### config.mk
export PLATFORM = sky130hd
export DESIGN_NAME = vx_pending_issue_gate
export DESIGN_NICKNAME = d
export VERILOG_FILES = /design/src/rtl/vx_pending_pkg.sv /design/src/rtl/vx_pending_issue_gate_popcount.sv /design/src/rtl/vx_pending_issue_gate.sv
export SDC_FILE = /design/constraint.sdc
export NUM_CORES = 1
export LEC_CHECK = 0
export BUFFER_PORTS_ARGS = -buffer_cell sky130_fd_sc_hd__buf_4
export CAP_MARGIN = 25
export CORE_MARGIN = 1.5
export CORE_UTILIZATION = 47
export CTS_BUF_LIST = sky130_fd_sc_hd__clkbuf_16
export DETAILED_ROUTE_END_ITERATION = 8
export GPL_TIMING_DRIVEN = 0
export PLACE_DENSITY = 0.71
export RECOVER_POWER = 25
export SLEW_MARGIN = 5
export SYNTH_ARGS = -nofsm -noshare
export SYNTH_HDL_FRONTEND = slang
export SYNTH_SLANG_ARGS = --single-unit
export TNS_END_PERCENT = 100
### constraint.sdc
create_clock -name clk -period 3.9 [get_ports clk]
set_input_delay 0.78 -clock clk [delete_from_list [all_inputs] [get_ports clk]]
set_output_delay 0.78 -clock clk [all_outputs]
set_load 0.01 [all_outputs]
### src/rtl/vx_pending_pkg.sv
// Shared types and width helpers for the pending-issue gate.
// Optional watermark outputs are enabled in the top by VX_PENDING_GATE_WMARK_EN.
package vx_pending_pkg;

    typedef enum logic [1:0] {
        PG_RUN   = 2'd0,
        PG_DRAIN = 2'd1,
        PG_DONE  = 2'd2
    } pg_state_e;

    // Bits needed to hold any count 0..n inclusive.
    function automatic int cnt_width(input int n);
        return (n < 1) ? 1 : $clog2(n + 1);
    endfunction

endpackage

### src/rtl/vx_pending_issue_gate_popcount.sv
// Combinational population count of an N-bit lane mask.
module vx_lane_popcount #(
    parameter int N = 4
) (
    input  logic [N-1:0]              bits,
    output logic [$clog2(N+1)-1:0]    count
);
    localparam int W = $clog2(N + 1);

    always_comb begin
        // NOTE: assigning a default before the loop keeps this purely combinational (no latch).
        count = '0;
        for (int i = 0; i < N; i++) begin
            count = count + W'(bits[i]);
        end
    end

endmodule

### src/rtl/vx_pending_issue_gate.sv
// Issue-side gate: registered incr/decr, shadow outstanding count, issue throttle and flush/drain FSM.
// Define VX_PENDING_GATE_WMARK_EN to add the peak_size / stall_cycles watermark outputs.
module vx_pending_issue_gate
    import vx_pending_pkg::*;
#(
    parameter int NUM_LANES = 4,
    parameter int SIZE      = 16,
    parameter int INCRW     = cnt_width(NUM_LANES),
    parameter int SIZEW     = cnt_width(SIZE)
) (
    input  logic                 clk,
    input  logic                 reset,
    input  logic [NUM_LANES-1:0] req_valid,
    output logic                 req_ready,
    input  logic [INCRW-1:0]     rsp_cnt,
    input  logic                 flush,
    output logic [INCRW-1:0]     incr,
    output logic [INCRW-1:0]     decr,
    output logic [SIZEW-1:0]     size,
    output logic                 empty,
    output logic                 full,
    output logic                 drained,
    output logic                 underflow
`ifdef VX_PENDING_GATE_WMARK_EN
    ,
    output logic [SIZEW-1:0]     peak_size,
    output logic [31:0]          stall_cycles
`endif
);
    localparam int AW = SIZEW + 1;

    pg_state_e        state, state_next;
    logic [INCRW-1:0] pop, n_req, rsp_clamp, n_rsp;
    logic [AW-1:0]    avail;
    logic [SIZEW-1:0] size_next;
    logic             fire, rsp_over, uflow_now, drain_done;

    // Throttle depends only on registered state so req_ready never loops back through req_valid.
    assign full      = size > SIZEW'(SIZE - NUM_LANES);
    assign empty     = (size == '0);
    assign req_ready = (state == PG_RUN) && !full;
    assign fire      = (|req_valid) && req_ready;

    vx_lane_popcount #(.N(NUM_LANES)) u_popcount (
        .bits  (req_valid),
        .count (pop)
    );

    always_comb begin
        n_req     = fire ? pop : '0;
        rsp_over  = rsp_cnt > INCRW'(NUM_LANES);
        rsp_clamp = rsp_over ? INCRW'(NUM_LANES) : rsp_cnt;
        avail     = AW'(size) + AW'(n_req);
        n_rsp     = (AW'(rsp_clamp) > avail) ? INCRW'(avail) : rsp_clamp;
        uflow_now = rsp_over || (AW'(rsp_cnt) > avail);
        size_next = SIZEW'(avail - AW'(n_rsp));
    end

    // Drain completes only once nothing is outstanding and no increment is still in flight downstream.
    assign drain_done = (state == PG_DRAIN) && (size == '0) && (incr == '0);

    always_comb begin
        state_next = state;
        unique case (state)
            PG_RUN:   if (flush)      state_next = PG_DRAIN;
            PG_DRAIN: if (drain_done) state_next = PG_DONE;
            PG_DONE:  if (!flush)     state_next = PG_RUN;
            default:                  state_next = PG_RUN;
        endcase
    end

    // NOTE: sequential state uses non-blocking assignments so every register samples pre-edge values.
    always_ff @(posedge clk or negedge reset) begin
        if (!reset) begin
            state     <= PG_RUN;
            incr      <= '0;
            decr      <= '0;
            size      <= '0;
            drained   <= 1'b0;
            underflow <= 1'b0;
        end else begin
            state     <= state_next;
            incr      <= n_req;
            decr      <= n_rsp;
            size      <= size_next;
            drained   <= drain_done;
            underflow <= underflow | uflow_now;
        end
    end

`ifdef VX_PENDING_GATE_WMARK_EN
    always_ff @(posedge clk or negedge reset) begin
        if (!reset) begin
            peak_size    <= '0;
            stall_cycles <= '0;
        end else begin
            if (size_next > peak_size)
                peak_size <= (size_next > SIZEW'(SIZE)) ? SIZEW'(SIZE) : size_next;
            if ((|req_valid) && !req_ready && (stall_cycles != '1))
                stall_cycles <= stall_cycles + 32'd1;
        end
    end
`endif

endmodule

==> summary.txt <==
Reg power frac -> 20.2%
Port Buffer Count -> 25
Design Area, Final -> 1650 um2
P&R area growth vs syn -> 57.2%
PD cells -> 794 nW/um2
Rel. slew slack -> 49.3%
CP Max Fanout -> 2
initial core utilization -> 51.9%
gpl congestion -> 0.837
FF-to-FF path depth -> 21
initial antenna violation count -> 0
placed wire-length estimate -> 1690 um
Worst EP arrival -> 4600 ps
die width -> 50.2 um
Tot Pwr -> 1.31 mW
commonest non-fill, non-tap cells in the layout -> buf_4, dfrtp_1, ha_1
ANT nets after route -> 0
Max VDD drop -> 0.624 mV
largest net degree at the start of global routing -> 16
startpoint types -> input pin
drt first-iter violations -> 24
Die Y -> 50.2 um
sequential area share after synthesis -> 35.8%
Vias per Instance -> 5.31
CTS tree -> done
Rows -> 16
MaxCap Viol Count -> 0
drt total wl -> 2820 um
CP Capture Type -> flop
die area -> 2520 um2
Clock Latency Late Sink -> 240 ps
via count -> 897
Reg2Reg Setup Slack -> -470 ps
failing checks -> negative setup slack
final worst path period need -> 4440 ps
Hold Crit Start -> underflow
placed cell count -> 147
Finish-stage setup viols -> 4
synth warn -> 0
number of hold buffers added after CTS -> 0
unrepaired setup endpoints after global routing -> yes
final-report hold violation count -> 0
Clk pwr share -> 14.5%
routed len/inst -> 16.7 um
Setup WS post-layout -> -536 ps
reg2reg start -> size[1]
pre-CTS setup slack -> -1160 ps
post-route clock period utilization -> 114%
Synth cell types -> 33
measured slew at the worst slew-check pin -> 761 ps
Fin Clk Skew -> 2.46 ps
total core area -> 2020 um2
Hold WC Path Type -> reg -> reg
Post-DP Area -> 1320 um2
Ports -> 26
total grt overflow -> 0
GRT Overall Usage -> 23.8%
vias in the first global route -> 890
H-tree depth -> 1
Post-Syn Area per Cell -> 11.0 um2
leakage -> 0.805 nW
DRC violations left -> 0
Worst Hold End -> underflow
drt first pass iters -> 4
first-pass GRT wire length -> 4280 um
synthesized instance count -> 95
final net count -> 171
Max Clock Freq -> 225 MHz
Antenna diodes -> 0
Switch Pwr -> 506 uW
WHS -> 471 ps
CTS Buf Count -> 3
CTS sink count -> 15
Reg-to-Reg End -> size[3]
fin cells -> 169
status -> finished, violations left
maximum buffer depth of the clock tree -> 2
Switching Fraction -> 38.7%
most common cell after layout, fill and taps aside -> buf_4
Slew Viols, Final -> 0
final core occ -> 81.5%
setup TNS -> -1750 ps
CTS root buf -> clkbuf_16
Critical Path RT -> 4060 ps
Post-Syn Area -> 1050 um2
synthesized flop and latch total -> 15
share of layout cells above drive strength 1 -> 53.5%
WHS Path Cells -> 1
Syn Nets -> 123
Clock Pin Slew Worst Setup and Hold Paths -> 40 ps
Power Internal -> 802 uW
combinational share of power -> 65.3%
Crit Path Class -> in -> reg
## cell usage after synthesis, drive strengths merged
library cell / n / share of area (%)
a31oi: 1 / 0.60
inv: 13 / 4.7
xor2: 2 / 1.7
a21o: 3 / 2.1
nor4b: 2 / 2.3
xnor2: 4 / 4.1
nand3: 1 / 0.48
clkbuf: 1 / 0.36
o21ai: 3 / 1.4
nand2b: 1 / 0.60
nor2: 2 / 0.72
a21boi: 1 / 0.72
nor2b: 4 / 2.4
or3: 1 / 0.60
nor3: 4 / 3.5
mux2: 2 / 2.9
or2: 1 / 0.60
a21oi: 3 / 1.8
fa: 3 / 5.7
or3b: 1 / 0.84
a31o: 2 / 1.7
nor4: 1 / 0.60
and2: 3 / 1.8
o21a: 1 / 0.72
mux2i: 3 / 2.9
dfrtp: 15 / 36
ha: 15 / 18
nand2: 2 / 0.72
## power groups by stage
stage               combinational, mW  clock (mW)  sequential (mW)
finish                          0.855       0.189            0.264
global route                    0.928       0.208            0.269
CTS                             0.745       0.193            0.258
detailed placement              0.588           0            0.260
global placement                0.572           0            0.258
floorplan                       0.402           0            0.268
## worst max-delay path by stage
stage / startpoint / endpoint / slack (ps) / cells past startpoint
3_3_place_gp: req_valid[1] / size[4] / -1100 / 20
5_1_grt: size[0] / size[3] / -680 / 18
4_1_cts: req_valid[1] / size[4] / -330 / 20
3_5_place_dp: req_valid[1] / size[4] / -1160 / 20
6_report: req_valid[1] / size[3] / -540 / 21
2_1_floorplan: req_valid[1] / size[4] / -610 / 19
## critical path, stage by stage
cell     delay, ps
buf_12          90
inv_12          30
ha_4           220
fa_1           480
and2_4         150
ha_4           130
inv_2           50
fa_2           440
xnor2_4        200
inv_2           70
ha_4           220
a31oi_1        120
nand2_1        100
nor3_4         250
buf_6          140
buf_4          120
mux2i_1        230
ha_1           280
a21o_1         190
a21oi_2        140
xor2_1         140
## cells by family (layout without fill, tap and decap cells)
kind of cell	count (synthesis)	in the layout	share of synthesized area [%]
mux	5	5	5.73
fa+ha+maj	18	18	23.6
buf+inv	14	61	5.01
simple gates	23	23	15.0
xor+xnor	6	6	5.73
compound gates	14	14	9.07
flops	15	15	35.8
## registers in the layout, summed over array words and instances, names as in the netlist
signal     cells
decr           3
underflow      1
state          2
size           5
incr           3
drained        1
## layout make-up
cell class	count	area [um2]
Multi-Input combinational cell	66	746
Sequential cell	15	375
Fill cell	112	374
Timing Repair Buffer	43	347
Clock buffer	3	75.1
Inverter	13	63.8
Tap cell	27	33.8
Clock inverter	1	3.75
Buffer	1	3.75
## layer usage
metal  up-vias  GRT usage, %  routed length, um
met5         -             0                  0
met4         0          12.0                 67
met3         6          3.57                186
met2        50          40.6               1500
met1       421          29.1               1070
li1        420             -                  -
## timing repair
item	CTS	global route
resized for setup	15	9
pin swaps	10	12
setup endpoints to repair	8	5
setup buffers	14	4
No activity file was read; power rests on OpenSTA's default activity.
